File: config.mk
export PLATFORM = sky130hd
export DESIGN_NAME = mmio_bus_arbiter
export DESIGN_NICKNAME = d
export VERILOG_FILES = /design/src/rtl/mmio_pkg.sv /design/src/rtl/rr_arbiter2.sv /design/src/rtl/mmio_bus_arbiter.sv
export SDC_FILE = /design/constraint.sdc
export NUM_CORES = 1
export LEC_CHECK = 0
export CORE_MARGIN = 1.5
export CORE_UTILIZATION = 44
export DETAILED_ROUTE_END_ITERATION = 10
export HOLD_SLACK_MARGIN = 0.15
export PLACE_DENSITY = 0.87
export SYNTH_ARGS = -nofsm -noshare
export SYNTH_HDL_FRONTEND = slang
export SYNTH_SLANG_ARGS = --single-unit
File: constraint.sdc
create_clock -name clk -period 6.9 [get_ports clk]
set_input_delay 0.69 -clock clk [delete_from_list [all_inputs] [get_ports clk]]
set_output_delay 0.69 -clock clk [all_outputs]
set_load 0.01 [all_outputs]
File: src/rtl/mmio_pkg.sv
// Shared types and constants for the two-master MMIO bus arbiter and anything
// that decodes the peripheral window it feeds.
package mmio_pkg;

   typedef enum logic [1:0] {
      IDLE   = 2'd0,
      ACCESS = 2'd1,
      WAIT   = 2'd2,
      RESP   = 2'd3
   } state_t;

   // Index of a bus master: 0 = CPU load/store port, 1 = boot/debug loader.
   typedef logic master_idx_t;

   typedef struct packed {
      logic [31:0] addr;
      logic [31:0] wdata;
      logic        write;
      logic [3:0]  byteMask;
   } bus_req_t;

   localparam logic [31:0] GPIO_BASE = 32'hFFFF_FFF0;
   localparam logic [31:0] GPIO_TOP  = 32'hFFFF_FFF3;

   localparam bus_req_t BUS_REQ_NONE = '0;

   function automatic bus_req_t select_req(input master_idx_t grant,
                                           input bus_req_t    req0,
                                           input bus_req_t    req1);
      return (grant == master_idx_t'(1)) ? req1 : req0;
   endfunction

endpackage

File: src/rtl/rr_arbiter2.sv
// Two-input round-robin pick. Purely combinational; the caller owns and
// updates the last-grant history.
module rr_arbiter2
   import mmio_pkg::*;
(
   input  logic [1:0]  i_req,
   input  master_idx_t i_last_grant,
   output master_idx_t o_grant,
   output logic        o_valid
);

   always_comb begin
      o_valid = |i_req;
      o_grant = master_idx_t'(0);
      case (i_req)
         2'b01:   o_grant = master_idx_t'(0);
         2'b10:   o_grant = master_idx_t'(1);
         // On a tie the master that was not served last goes next.
         2'b11:   o_grant = ~i_last_grant;
         default: o_grant = master_idx_t'(0);
      endcase
   end

endmodule

File: src/rtl/mmio_bus_arbiter.sv
// Round-robin arbiter and sequencer that serialises two masters onto the
// single-port MMIO bus: latch request, one-cycle strobe, fixed read wait, done.
module mmio_bus_arbiter
   import mmio_pkg::*;
#(
   parameter int READ_LATENCY = 1
) (
   input  logic        clk,
   input  logic        reset,

   input  logic        m0_req,
   input  logic [31:0] m0_addr,
   input  logic [31:0] m0_wdata,
   input  logic        m0_write,
   input  logic [3:0]  m0_byteMask,
   output logic [31:0] m0_rdata,
   output logic        m0_done,

   input  logic        m1_req,
   input  logic [31:0] m1_addr,
   input  logic [31:0] m1_wdata,
   input  logic        m1_write,
   input  logic [3:0]  m1_byteMask,
   output logic [31:0] m1_rdata,
   output logic        m1_done,

   output logic [31:0] memAddress,
   output logic [31:0] memWriteData,
   output logic        memWrite,
   output logic [3:0]  byteMask,
   input  logic [31:0] memReadData
);

   if (READ_LATENCY < 1 || READ_LATENCY > 4) begin : g_bad_latency
      $error("mmio_bus_arbiter: READ_LATENCY must be in 1..4");
   end

   localparam logic [1:0] WAIT_LOAD = 2'(READ_LATENCY - 1);

   state_t      r_state;
   state_t      w_state_next;
   logic [1:0]  r_count;
   logic [1:0]  w_count_next;
   master_idx_t r_last_grant;
   master_idx_t r_grant;
   bus_req_t    r_req;
   logic [31:0] r_rdata [2];

   bus_req_t    w_m0_req;
   bus_req_t    w_m1_req;
   master_idx_t w_arb_grant;
   logic        w_arb_valid;
   logic        w_accept;
   logic        w_capture;
   logic        w_bus_on;

   assign w_m0_req = '{addr: m0_addr, wdata: m0_wdata, write: m0_write, byteMask: m0_byteMask};
   assign w_m1_req = '{addr: m1_addr, wdata: m1_wdata, write: m1_write, byteMask: m1_byteMask};

   rr_arbiter2 u_rr (
      .i_req        ({m1_req, m0_req}),
      .i_last_grant (r_last_grant),
      .o_grant      (w_arb_grant),
      .o_valid      (w_arb_valid)
   );

   always_comb begin
      w_state_next = r_state;
      w_count_next = r_count;
      w_accept     = 1'b0;
      w_capture    = 1'b0;
      case (r_state)
         IDLE: begin
            if (w_arb_valid) begin
               w_accept     = 1'b1;
               w_state_next = ACCESS;
            end
         end
         ACCESS: begin
            w_state_next = WAIT;
            w_count_next = WAIT_LOAD;
         end
         WAIT: begin
            if (r_count == 2'd0) begin
               // Writes share the timing of reads but leave rdata untouched.
               w_capture    = ~r_req.write;
               w_state_next = RESP;
            end else begin
               w_count_next = r_count - 2'd1;
            end
         end
         RESP: begin
            w_state_next = IDLE;
         end
         default: begin
            w_state_next = IDLE;
         end
      endcase
   end

   always_ff @(posedge clk) begin
      if (reset) begin
         r_state      <= IDLE;
         r_count      <= 2'd0;
         r_last_grant <= master_idx_t'(1);
         r_grant      <= master_idx_t'(0);
         r_req        <= BUS_REQ_NONE;
         for (int i = 0; i < 2; i++) begin
            r_rdata[i] <= 32'h0;
         end
      end else begin
         r_state <= w_state_next;
         r_count <= w_count_next;
         if (w_accept) begin
            r_grant      <= w_arb_grant;
            r_last_grant <= w_arb_grant;
            r_req        <= select_req(w_arb_grant, w_m0_req, w_m1_req);
         end
         for (int i = 0; i < 2; i++) begin
            if (w_capture && (r_grant == master_idx_t'(i))) begin
               r_rdata[i] <= memReadData;
            end
         end
      end
   end

   // The bus is forced to zero outside ACCESS/WAIT so idle cycles never
   // look like a peripheral access.
   assign w_bus_on     = (r_state == ACCESS) || (r_state == WAIT);
   assign memAddress   = w_bus_on ? r_req.addr     : 32'h0;
   assign memWriteData = w_bus_on ? r_req.wdata    : 32'h0;
   assign byteMask     = w_bus_on ? r_req.byteMask : 4'h0;
   assign memWrite     = (r_state == ACCESS) && r_req.write;

   assign m0_done  = (r_state == RESP) && (r_grant == master_idx_t'(0));
   assign m1_done  = (r_state == RESP) && (r_grant == master_idx_t'(1));
   assign m0_rdata = r_rdata[0];
   assign m1_rdata = r_rdata[1];

endmodule
== After elaboration in Yosys (flattened, before gate mapping) ==
Memory sizes are Yosys's and may differ from the RTL's.
Index checks and enable logic that the tools add are counted.
Operators by class
  add/subtract/negate cells: 1
  equal/unequal tests: 8
  mux-type cells: 24
  bitwise logic cells: 5
  reductions and logical operators: 12
Operators with widths (count)
  $mux 32: 4
  $mux 69: 1
  $mux 1: 12
  $eq 2x2->1 const B: 4
  $pmux 2 s4: 1
  $mux 2: 3
  $logic_and 1x1->1: 5
  $logic_not 2->1: 2
  $mux 4: 1
  $ne 2x2->1 const B: 2
  $pmux 2 s2: 1
  $reduce_and 2->1: 2
  $not 1->1: 3
  $eq 2x1->1 const B: 1
  $ne 2x1->1 const B: 1
  $or 1x1->1: 2
  $pmux 1 s2: 1
  $reduce_bool 2->1: 1
  $reduce_or 2->1: 1
  $sub 2x1->2 const B: 1
  $logic_or 1x1->1: 1
Storage, ports and cells
  register bits: 75
  bits in writable memories: 64
  input bits: 174
  output and inout bits: 135
  logic and storage cells: 59
  memories: 1
Memory list
  r_rdata: words 2, width 32, rd ports 2, clocked after memory_dff 0, write ports 2, line mmio_bus_arbiter.sv:47  | logic [31:0] r_rdata [2];

== Logic depth before layout (Yosys ltp) ==
Gate-level depths: netlist of the first run.
  depth after elaboration: 8
  depth in mapped cells: 8

== By module ==
From an unflattened synthesis of the first run, not the netlist that was laid out.
Second synthesis, totals
  cells, all modules: 533
  area total of the unflattened synthesis: 6263.5 µm²
By module, submodules not included
  mmio_bus_arbiter: instances 1, cells an instance 531, area each 6249.7 µm², sequential area each 3423.3 µm²
  rr_arbiter2: instances 1, cells an instance 2, area each 13.8 µm², sequential area each 0.0 µm²

== Worst setup path before layout of the first run ==
OpenSTA, ideal clock, no wires.
  path kind: register -> register
  start point: register r_state[0]
  end point: memory r_rdata[1][0] (netlist: r_rdata[0][32]) (enable)
  setup time: 0.466 ns
  data arrival time: 3.023 ns
  path slack: 3.411 ns
  cell stages (with the launch flop): 5
  path through: dfxtp_1 -> inv_1 -> ha_1 -> nand3b_1 -> o21ai_0
RTL lines
  from (decl): line mmio_bus_arbiter.sv:40  | state_t r_state;
  from (signal assigned): line mmio_bus_arbiter.sv:112  | r_state <= w_state_next;
  to (decl): line mmio_bus_arbiter.sv:47

== Final worst setup path of the first run ==
  start point: register r_state[1]
  end point: output port memAddress[19]
On the way
  longest elaborated chain between the ends: 3
  elaborated cells between the ends (all ways): 4
Ends and longest elaborated chain
  $eq 2x1->1 or $eq 2x2->1 (tied branches): line mmio_bus_arbiter.sv:129  | assign w_bus_on = (r_state == ACCESS) || (r_state == WAIT);
  $logic_or 1x1->1 (*): line mmio_bus_arbiter.sv:129
  $mux 32 (*): line mmio_bus_arbiter.sv:130  | assign memAddress = w_bus_on ? r_req.addr : 32'h0;
  to (decl): line mmio_bus_arbiter.sv:27  | output logic [31:0] memAddress,
Every way passes the cells marked *; elsewhere a longest branch is shown, timed or not.

==> impl_results.md, run 1 <==
* CTS sink cnt at around 140
* Vias per cell at between 5 and 6
* Worst-Margin Slew at just over 0.8 ns
* Ys Warns at 0
* Core region area at around 0.014 mm^2
* Antenna cells at 0
* Skew-Pair Late Insertion Delay at 0.41 ns
* Setup TNS at 0 ns
* Initial antenna violation count at 0
* I/O Pins at between 300 and 400
* Routed WL at approximately 19 mm
* Final Max Tran Viols at 0
* Critical Path RT at slightly above 6 ns
* Die ar. at 0.0151 mm^2
* Longest Clk Path Bufs at 2
* Post-synthesis sequential area ratio at roughly 54%
* Fin worst setup slack at 3.41 ns
* Crit. End Element: primary output
* Fmax at between 200 and 300 MHz
* Post-CTS setup repair buffer count at 0
* Post-synthesis sequential element count at 139
* Sequential power share at 33.4%
* Vias in the first global route at ~5.5k
* PostCTS Resize Cnt at 0
* Placement Cell Area at between 0.009 and 0.01 mm^2
* Flop-to-flop setup slack at slightly below 5 ns
* Final Instance Area at approximately 0.010 mm^2
* Starting DRC count in detailed routing at roughly 260
* Clock transition at the registers of the reported paths at about 0.06 ns
* Initial Utilization at about 45%
* LEAKAGE at between 0.003 and 0.004 uW
* Max-Cap Viols at 0
* WL/cell at 17.1 um
* Post-route ant nets at 0
* GR Util met1 at between 20% and 30%
* Fin. Hold Viols at 0
* Classification of the worst setup path: flop to primary output
* Root buffer cell: clkbuf_16
* CP max FO at 46
* Setup WS pre-CTS at around 3.8 ns
* Prevailing post-synth register cell: dfxtp_1
* # rows at between 40 and 50
* GR Overflow Total at 0
* Min-delay worst type: flop to flop
* Total track usage at 24.5%
* DPL Wire Length at approximately 13 mm
* Mean post-synth cell area at 10.4 um^2
* DRC viols at 0
* Area delta synth->final at 58.4%
* Status: complete, no violations
* Nets at 1,075
* Overall Power at between 3000 and 4000 uW
* DR pass1 iterations at 4
* RSZ-0062 raised after global routing: false
* VDD IR max at between 0.2 and 0.3 mV
* Finish-stage setup viols at 0
* # hold bufs at CTS at 0
* Yosys cell types at 28
* Post-Syn Instances at about 600
* Combinational fraction of design power at a little over two fifths
* Post-route clock period utilization at 50.6%
* Fraction of registers with async set/reset at 0%
* GR peak layer: met2
* Largest net degree at the start of global routing at 72
* Syn Nets at between 700 and 800
* Number of CTS-inserted buffers at 17
* Psw at approximately 1200 uW
* Port Buffers at between 300 and 400
* Pwr dens at about 360 mW/mm^2
* Clock Power Share at approximately a quarter
* Htree depth at 4
* Share of layout cells above drive strength 1 at 12.7%
* Min cycle time layout at between 3 and 4 ns
* CTS tree: built
* First-pass GRT wire length at around 28 mm
* Skew final at 0.00970 ns
* Mapped cell area at 0.00634 mm^2
* Die Span Y at 123 um
* CP arrival at between 2 and 3 ns
* Vias at 5,541
* Worst slew margin at between 40% and 50%
* Sw frac at between 30% and 40%
* Die width at ~120 um
* Met2 Usage GRT at about two fifths
* Gpl congestion at ~0.83
* M3 GR Usage at approximately 8%
* Internal at about 2300 uW
* Post-synth EDFFs at 64
* Startpoint types: flop
flip-flops by register name (all words and copies together) (netlist names):
register      count
r_req            69
r_rdata          64
r_count           2
r_state           2
r_grant           1
r_last_grant      1
logic make-up after synthesis:
group,count (synthesis),synth area share [%]
AO/OA/AOI/OAI,152,20.7
adder cells (fa/ha/maj),6,1.18
buffers and inverters,56,4.62
flip-flops,139,54.0
multiplexers,1,0.158
AND/OR/NAND/NOR,254,19.4
cell usage after synthesis (2+ instances only):
master | number | share of area (%)
clkbuf_1 | 26 | 1.5
ha_1 | 6 | 1.2
a211oi_2 | 68 | 13
a21oi_1 | 72 | 5.7
nor2_1 | 73 | 4.3
o21ai_0 | 4 | 0.32
and2_1 | 103 | 10
nand2_1 | 71 | 4.2
buf_6 | 7 | 1.2
inv_1 | 7 | 0.41
dfxtp_1 | 75 | 24
nor2b_1 | 2 | 0.20
buf_4 | 4 | 0.47
nor3_1 | 2 | 0.16
buf_2 | 12 | 0.95
edfxtp_1 | 64 | 30
worst max-delay path: stages (launching register included):
cell	delay (ns)
dfxtp_1	0.38
inv_1	0.10
ha_1	0.70
buf_4	0.45
and2_1	0.20
clkdlybuf4s50_1	0.53
per-layer routing:
layer  part of all wire, %  vias to the layer above
li1                      -                     2661
met1                    38                     2612
met2                    50                      234
met3                   9.2                       34
met4                   2.5                        0
met5                     0                        -
power by group through the flow:
| stage | clock, uW | combinational [uW] | sequential (uW) |
|---|---|---|---|
| global route | 932 | 1650 | 1220 |
| floorplan | 0 | 901 | 1210 |
| detailed placement | 0 | 1510 | 1210 |
| global placement | 0 | 1480 | 1210 |
| CTS | 893 | 1520 | 1200 |
| finish | 881 | 1510 | 1200 |
area by class of cell:
| class | instances | area (um^2) |
|---|---|---|
| multi-input cells | 413 | 2650 |
| well taps | 180 | 225 |
| fillers | 1036 | 3950 |
| repair buffers | 317 | 3150 |
| inverters | 7 | 26.3 |
| clock buffers | 17 | 425 |
| clock inverters | 15 | 149 |
| flip-flops and latches | 139 | 3420 |
per-stage QoR:
| stage | instances | utilization [%] | hold slack, ns |
|---|---|---|---|
| final | 1088 | 71.8 | 0.466 |
| after global placement | 1056 | 67.7 | 0.461 |
| after floorplan | 608 | - | 0.445 |
| after detailed placement | 1056 | 67.7 | 0.461 |
| after global routing | 1088 | 71.8 | 0.501 |
| after CTS | 1088 | 71.8 | 0.470 |
worst paths after layout:
path,from,endpoint,cells past startpoint
worst max-delay path,r_state[1],memAddress[19],5
worst min-delay path,r_req[4],r_req[4],2
worst max register to register,r_state[0],r_req[30],6
worst min register to register,r_req[4],r_req[4],2
cells in the final DEF (no fill, tap or decap), types with 2 or more instances in the layout:
master | synthesis | final
a211oi_2 | 68 | 68
a21oi_1 | 72 | 72
and2_1 | 103 | 103
buf_4 | 4 | 10
bufinv_16 | 0 | 2
clkbuf_16 | 0 | 17
clkdlybuf4s50_1 | 0 | 307
clkinv_1 | 0 | 2
clkinv_2 | 0 | 3
clkinv_4 | 0 | 3
clkinvlp_4 | 0 | 3
dfxtp_1 | 75 | 75
edfxtp_1 | 64 | 64
ha_1 | 6 | 6
inv_1 | 7 | 7
inv_6 | 0 | 2
nand2_1 | 71 | 71
nor2_1 | 73 | 73
nor2b_1 | 2 | 2
nor3_1 | 2 | 2
o21ai_0 | 4 | 2
o21ai_2 | 1 | 2
Note: power is estimated with default switching activity, not from simulation.
==> inputs of run 2 (changes only) <==
--- a/config.mk
+++ b/config.mk
@@ -6,10 +6,10 @@
 export NUM_CORES = 1
 export LEC_CHECK = 0
 export CORE_MARGIN = 1.5
-export CORE_UTILIZATION = 44
+export CORE_UTILIZATION = 37
 export DETAILED_ROUTE_END_ITERATION = 10
 export HOLD_SLACK_MARGIN = 0.15
-export PLACE_DENSITY = 0.87
+export PLACE_DENSITY = 0.78
 export SYNTH_ARGS = -nofsm -noshare
 export SYNTH_HDL_FRONTEND = slang
 export SYNTH_SLANG_ARGS = --single-unit
==> constraint.sdc (replaced) <==
create_clock -name clk -period 2.9 [get_ports clk]
set_input_delay 0.29 -clock clk [delete_from_list [all_inputs] [get_ports clk]]
set_output_delay 0.29 -clock clk [all_outputs]
set_load 0.01 [all_outputs]
==> impl_results.md, run 2 (synthesis gave the netlist of run 1 again) <==
* Commonest non-fill, non-tap cell in the layout: clkdlybuf4s50_1
* Port Buffers at a little over 300
* Critical Path RT at between 2 and 3 ns
* # rows at 47
* Min-delay worst type: input pin to flop
* CTS sink cnt at 139
* M3 GR Usage at under 10%
* Clock transition at the registers of the reported paths at about 0.06 ns
* Combinational fraction of design power at roughly two fifths
* Crit. End Element: primary output
* CP arrival at ~2.3 ns
* Final Max Tran Viols at 0
* Fmax at just under 400 MHz
* Vias per cell at 4.82
* Initial Utilization at between 30% and 40%
* Fin. Hold Viols at 0
* Gpl congestion at around 0.84
* Setup WS pre-CTS at roughly 0.71 ns
* Overall Power at approximately 8700 uW
* VDD IR max at between 0.5 and 0.6 mV
* Registers with the most flip-flops: r_req x69, r_rdata x64
* Nets at ~1.1k
* Skew final at about 0.0088 ns
* Starting DRC count in detailed routing at between 200 and 250
* WL/cell at 16.6 um
* Antenna cells at 0
* Initial antenna violation count at 0
* Largest Register: r_req
* Critical-path cell with the highest stage delay: clkdlybuf4s50_1
* CP max FO at 38
* # hold bufs at CTS at 0
* CTS tree: built
* Root buffer cell: clkbuf_16
* Routed WL at around 19 mm
* Share of layout cells above drive strength 1 at between 10% and 20%
* Top cell family by delay on the critical path: buffers and inverters
* I/O Pins at 309
* Critical-path cell list: inv_1 > ha_2 > buf_4 > and2_1 > clkdlybuf4s50_1
* Post-route ant nets at 0
* Die Span Y at about 130 um
* Psw at around 3100 uW
* Internal at roughly 5600 uW
* Area delta synth->final at 60.4%
* Worst path bufs/invs at 3
* LEAKAGE at 0.00385 uW
* Worst-Margin Slew at 0.641 ns
* GR peak layer: met2
* Min cycle time layout at 2.60 ns
* Htree depth at 4
* Number of CTS-inserted buffers at 17
* Core region area at approximately 0.017 mm^2
* RSZ-0062 raised after global routing: false
* First-pass GRT wire length at around 29 mm
* Met2 Usage GRT at 36.3%
* Total track usage at approximately 20%
* DPL Wire Length at approximately 13 mm
* Clock Power Share at between 20 and 30%
* Finish-stage setup viols at 0
* Status: complete, no violations
* Vias in the first global route at approximately 5.4k
* Max-Cap Viols at 0
* Sequential power share at about a third
* Flop-to-flop setup slack at 1.12 ns
* Reg2reg start: r_state[0]
* Largest net degree at the start of global routing at 69
* Classification of the worst setup path: flop to primary output
* Vias at 5,462
* Longest Clk Path Bufs at 2
* Fin worst setup slack at ~0.3 ns
* Final cell count without fillers at around 1.1k
* Dpl cells at roughly 1.1k
* Worst hold start: reset
* Worst slew margin at between 50% and 60%
* CP Launch Point: r_state[0]
* Post-CTS setup repair buffer count at 0
* Sw frac at a little over a third
* Most frequent cells in the layout: clkdlybuf4s50_1 (307), and2_1 (103), dfxtp_1 (75)
* DRC viols at 0
* DR pass1 iterations at 5
* Startpoint types: flop
* GR Util met1 at a little under a quarter
* Pwr dens at 853 mW/mm^2
* Number of flip-flops in the largest register at 69
* PostCTS Resize Cnt at 0
* GR Overflow Total at 0
* Die ar. at approximately 0.018 mm^2
* Largest stage delay, worst path at ~0.55 ns
* Skew-Pair Late Insertion Delay at 0.41 ns
* Die width at 134 um
* Post-route clock period utilization at 89.7%
==> run 2: cell count changes in the layout (fill, tap and decap cells not counted), sizes merged <==
cell | before | now
clkinvlp | 3 | 2
clkinv | 8 | 3
buf | 10 | 15
bufinv | 2 | 1
inv | 9 | 16
==> run 2: metrics by stage <==
step	setup TNS [ns]	utilization (%)	cell area, um^2	hold WS, ns
after floorplan	-37.70	-	6340	0.444
after global placement	0	57.5	9570	0.472
after detailed placement	0	57.5	9570	0.485
after CTS	0	61.1	10200	0.225
after global routing	0	61.1	10200	0.253
final	0	61.1	10200	0.239
==> run 2: worst register-to-register path, cell delays in order (launching register included) <==
cell and delay, ns:
dfxtp_1 0.35, inv_1 0.12, ha_1 0.24, nand3b_1 0.17, o21ai_2 0.14, buf_4 0.40
==> run 2: layer usage <==
metal / part of all wire (%) / vias up
li1: - / 2674
met1: 40 / 2535
met2: 50 / 238
met3: 9.6 / 15
met4: 1.2 / 0
met5: 0 / -
==> run 2: path summary, 6_finish.rpt <==
check,cells past startpoint,to
worst max register to register,5,r_rdata[0][23]
worst min register to register,2,r_count[1]
worst max-delay path,5,memWriteData[21]
worst min-delay path,3,r_last_grant
==> run 2: power groups by stage <==
| stage | Clock [uW] | Combinational (uW) | Sequential (uW) |
|---|---|---|---|
| global route | 2320 | 3970 | 2900 |
| detailed placement | 0 | 3670 | 2890 |
| finish | 2180 | 3640 | 2850 |
| CTS | 2240 | 3690 | 2850 |
| floorplan | 0 | 2140 | 2870 |
| global placement | 0 | 3620 | 2890 |
==> run 2: final cells by class <==
type	instances	area [um^2]
Clock buffer	17	425
Clock inverter	15	170
Sequential cell	139	3420
Fill cell	1450	6470
Multi-Input combinational cell	413	2650
Tap cell	220	275
Timing Repair Buffer	322	3200
Inverter	7	26.3
==> inputs of run 3 (changes only) <==
--- a/config.mk
+++ b/config.mk
@@ -6,10 +6,12 @@
 export NUM_CORES = 1
 export LEC_CHECK = 0
 export CORE_MARGIN = 1.5
-export CORE_UTILIZATION = 37
+export CORE_UTILIZATION = 41
+export CTS_CLUSTER_DIAMETER = 40
 export DETAILED_ROUTE_END_ITERATION = 10
 export HOLD_SLACK_MARGIN = 0.15
-export PLACE_DENSITY = 0.78
+export PLACE_DENSITY = 0.82
+export SLEW_MARGIN = 20
 export SYNTH_ARGS = -nofsm -noshare
 export SYNTH_HDL_FRONTEND = slang
 export SYNTH_SLANG_ARGS = --single-unit
==> constraint.sdc (replaced) <==
create_clock -name clk -period 2.6 [get_ports clk]
set_input_delay 0.26 -clock clk [delete_from_list [all_inputs] [get_ports clk]]
set_output_delay 0.26 -clock clk [all_outputs]
set_load 0.01 [all_outputs]
==> impl_results.md, run 3 (synthesis gave the netlist of run 1 again) <==
* Status: complete, no violations
* First-pass GRT wire length at about 30 mm
* Largest Register: r_req
* Total track usage at between 20% and 30%
* I/O Pins at just over 300
* LEAKAGE at between 0.003 and 0.004 uW
* CP max FO at 29
* DRC viols at 0
* Psw at approximately 3400 uW
* Vias in the first global route at about 5.6k
* Core region area at 0.0151 mm^2
* Largest stage delay, worst path at between 0.5 and 0.6 ns
* Vias at 5,521
* CTS sink cnt at about 140
* WL/cell at 17.0 um
* Final Max Tran Viols at 0
* Overall Power at roughly 9600 uW
* Top cell family by delay on the critical path: buffers and inverters
* Worst slew margin at 67.3%
* FF/Latch Area at 0.00342 mm^2
* Antenna cells at 0
* Finish-stage setup viols at 0
* Commonest non-fill, non-tap cell in the layout: clkdlybuf4s50_1
* Skew final at around 0.0085 ns
* Number of CTS-inserted buffers at 17
* Clock Power Share at 23.8%
* Die width at about 130 um
* Gpl congestion at about 0.80
* Dpl cells at 1,070
* Combinational fraction of design power at between 40% and 50%
* Die Span Y at approximately 130 um
* Worst-Margin Slew at roughly 0.5 ns
* Number of flip-flops in the largest register at 69
* Longest Clk Path Bufs at 2
* DR pass1 iterations at 4
* # hold bufs at CTS at 0
* Most frequent cells in the layout: clkdlybuf4s50_1 (306), and2_1 (103), dfxtp_1 (75)
* Skew-Pair Late Insertion Delay at ~0.42 ns
* Htree depth at 4
* Final Util at between 60% and 70%
* Post-route ant nets at 0
* Fin. Hold Viols at 0
* DPL Wire Length at ~13 mm
* FILL cells at 1,198
* Registers with the most flip-flops: r_req x69, r_rdata x64
* Startpoint types: flop
* CP arrival at roughly 2.2 ns
* Area taken by multi-input logic gates at approximately 0.0026 mm^2
* Share of layout cells above drive strength 1 at 13.6%
* Die ar. at around 0.016 mm^2
* Clock transition at the registers of the reported paths at 0.06 ns
* Routed WL at 18.8 mm
* Critical Path RT at between 2 and 2.5 ns
* Crit. End Element: primary output
* Nets at around 1.1k
* Vias per cell at between 5 and 6
* Sequential power share at 33.1%
* Area delta synth->final at 59.5%
* Min cycle time layout at roughly 2.5 ns
* RSZ-0062 raised after global routing: false
* Min-delay worst type: input pin to flop
* # rows at 45
* Sw frac at between 30% and 40%
* Internal at slightly above 6000 uW
* Port Buffers at ~310
* Initial antenna violation count at 0
* Max-Cap Viols at 0
* Final cell count without fillers at ~1.1k
* VDD IR max at between 0.5 and 0.6 mV
* Classification of the worst setup path: flop to primary output
* Root buffer cell: clkbuf_16
* Starting DRC count in detailed routing at roughly 230
* Pwr dens at 947 mW/mm^2
* Critical-path cell list: inv_1 > ha_2 > buf_6 > and2_1 > clkdlybuf4s50_1
* Largest net degree at the start of global routing at 46
* Post-route clock period utilization at between 90% and 100%
* Initial Utilization at 41.9%
* Worst path bufs/invs at 3
* Fmax at 405 MHz
* GR Overflow Total at 0
* Critical-path cell with the highest stage delay: clkdlybuf4s50_1
* CTS tree: built
[run 3: timing repair]
item / 4_1_cts / 5_1_grt
buffers inserted: 0 / 0
resized for setup: 1 / 3
endpoints found under the setup margin: 1 / 16
[run 3: metrics by stage]
stage / setup WS (ns) / setup TNS, ns / instance area (um^2) / hold slack [ns]
2_1_floorplan: -0.0339 / -2.17 / 6340 / 0.414
3_3_place_gp: 0.532 / 0 / 9540 / 0.470
3_5_place_dp: 0.448 / 0 / 9540 / 0.479
4_1_cts: 0.0732 / 0 / 10100 / 0.285
5_1_grt: 0.0308 / 0 / 10100 / 0.319
6_report: 0.131 / 0 / 10100 / 0.294
[run 3: worst paths after layout]
check        cells after the start        endpoint  slack (ns)  startpoint
min reg2reg                      2        r_req[4]        0.48    r_req[4]
min                              2         r_grant        0.29       reset
max reg2reg                      5  r_rdata[0][53]        0.85  r_state[0]
max                              5  memAddress[13]        0.13  r_state[0]
[run 3: final cells by class]
cell class / instances / share of cell area [%]
sequential: 139 / 33.9
timing repair buffer: 323 / 31.8
multi-input combinational: 413 / 26.2
clock buffer: 17 / 4.21
tap: 188 / 2.33
clock inverter: 15 / 1.31
inverter: 7 / 0.260
[run 3: power groups by stage]
stage                     combinational [uW]  clock (uW)  sequential, uW
final                                   4120        2280            3170
after global routing                    4490        2430            3230
after CTS                               4150        2330            3170
after detailed placement                4120           0            3210
after global placement                  4020           0            3210
after floorplan                         2390           0            3200
[run 3: metal layers]
metal / part of all wire [%] / GRT usage, %
met5: 0 / 0
met2: 48 / 39.7
met4: 2.5 / 8.76
met3: 8.4 / 8.04
met1: 41 / 27.0
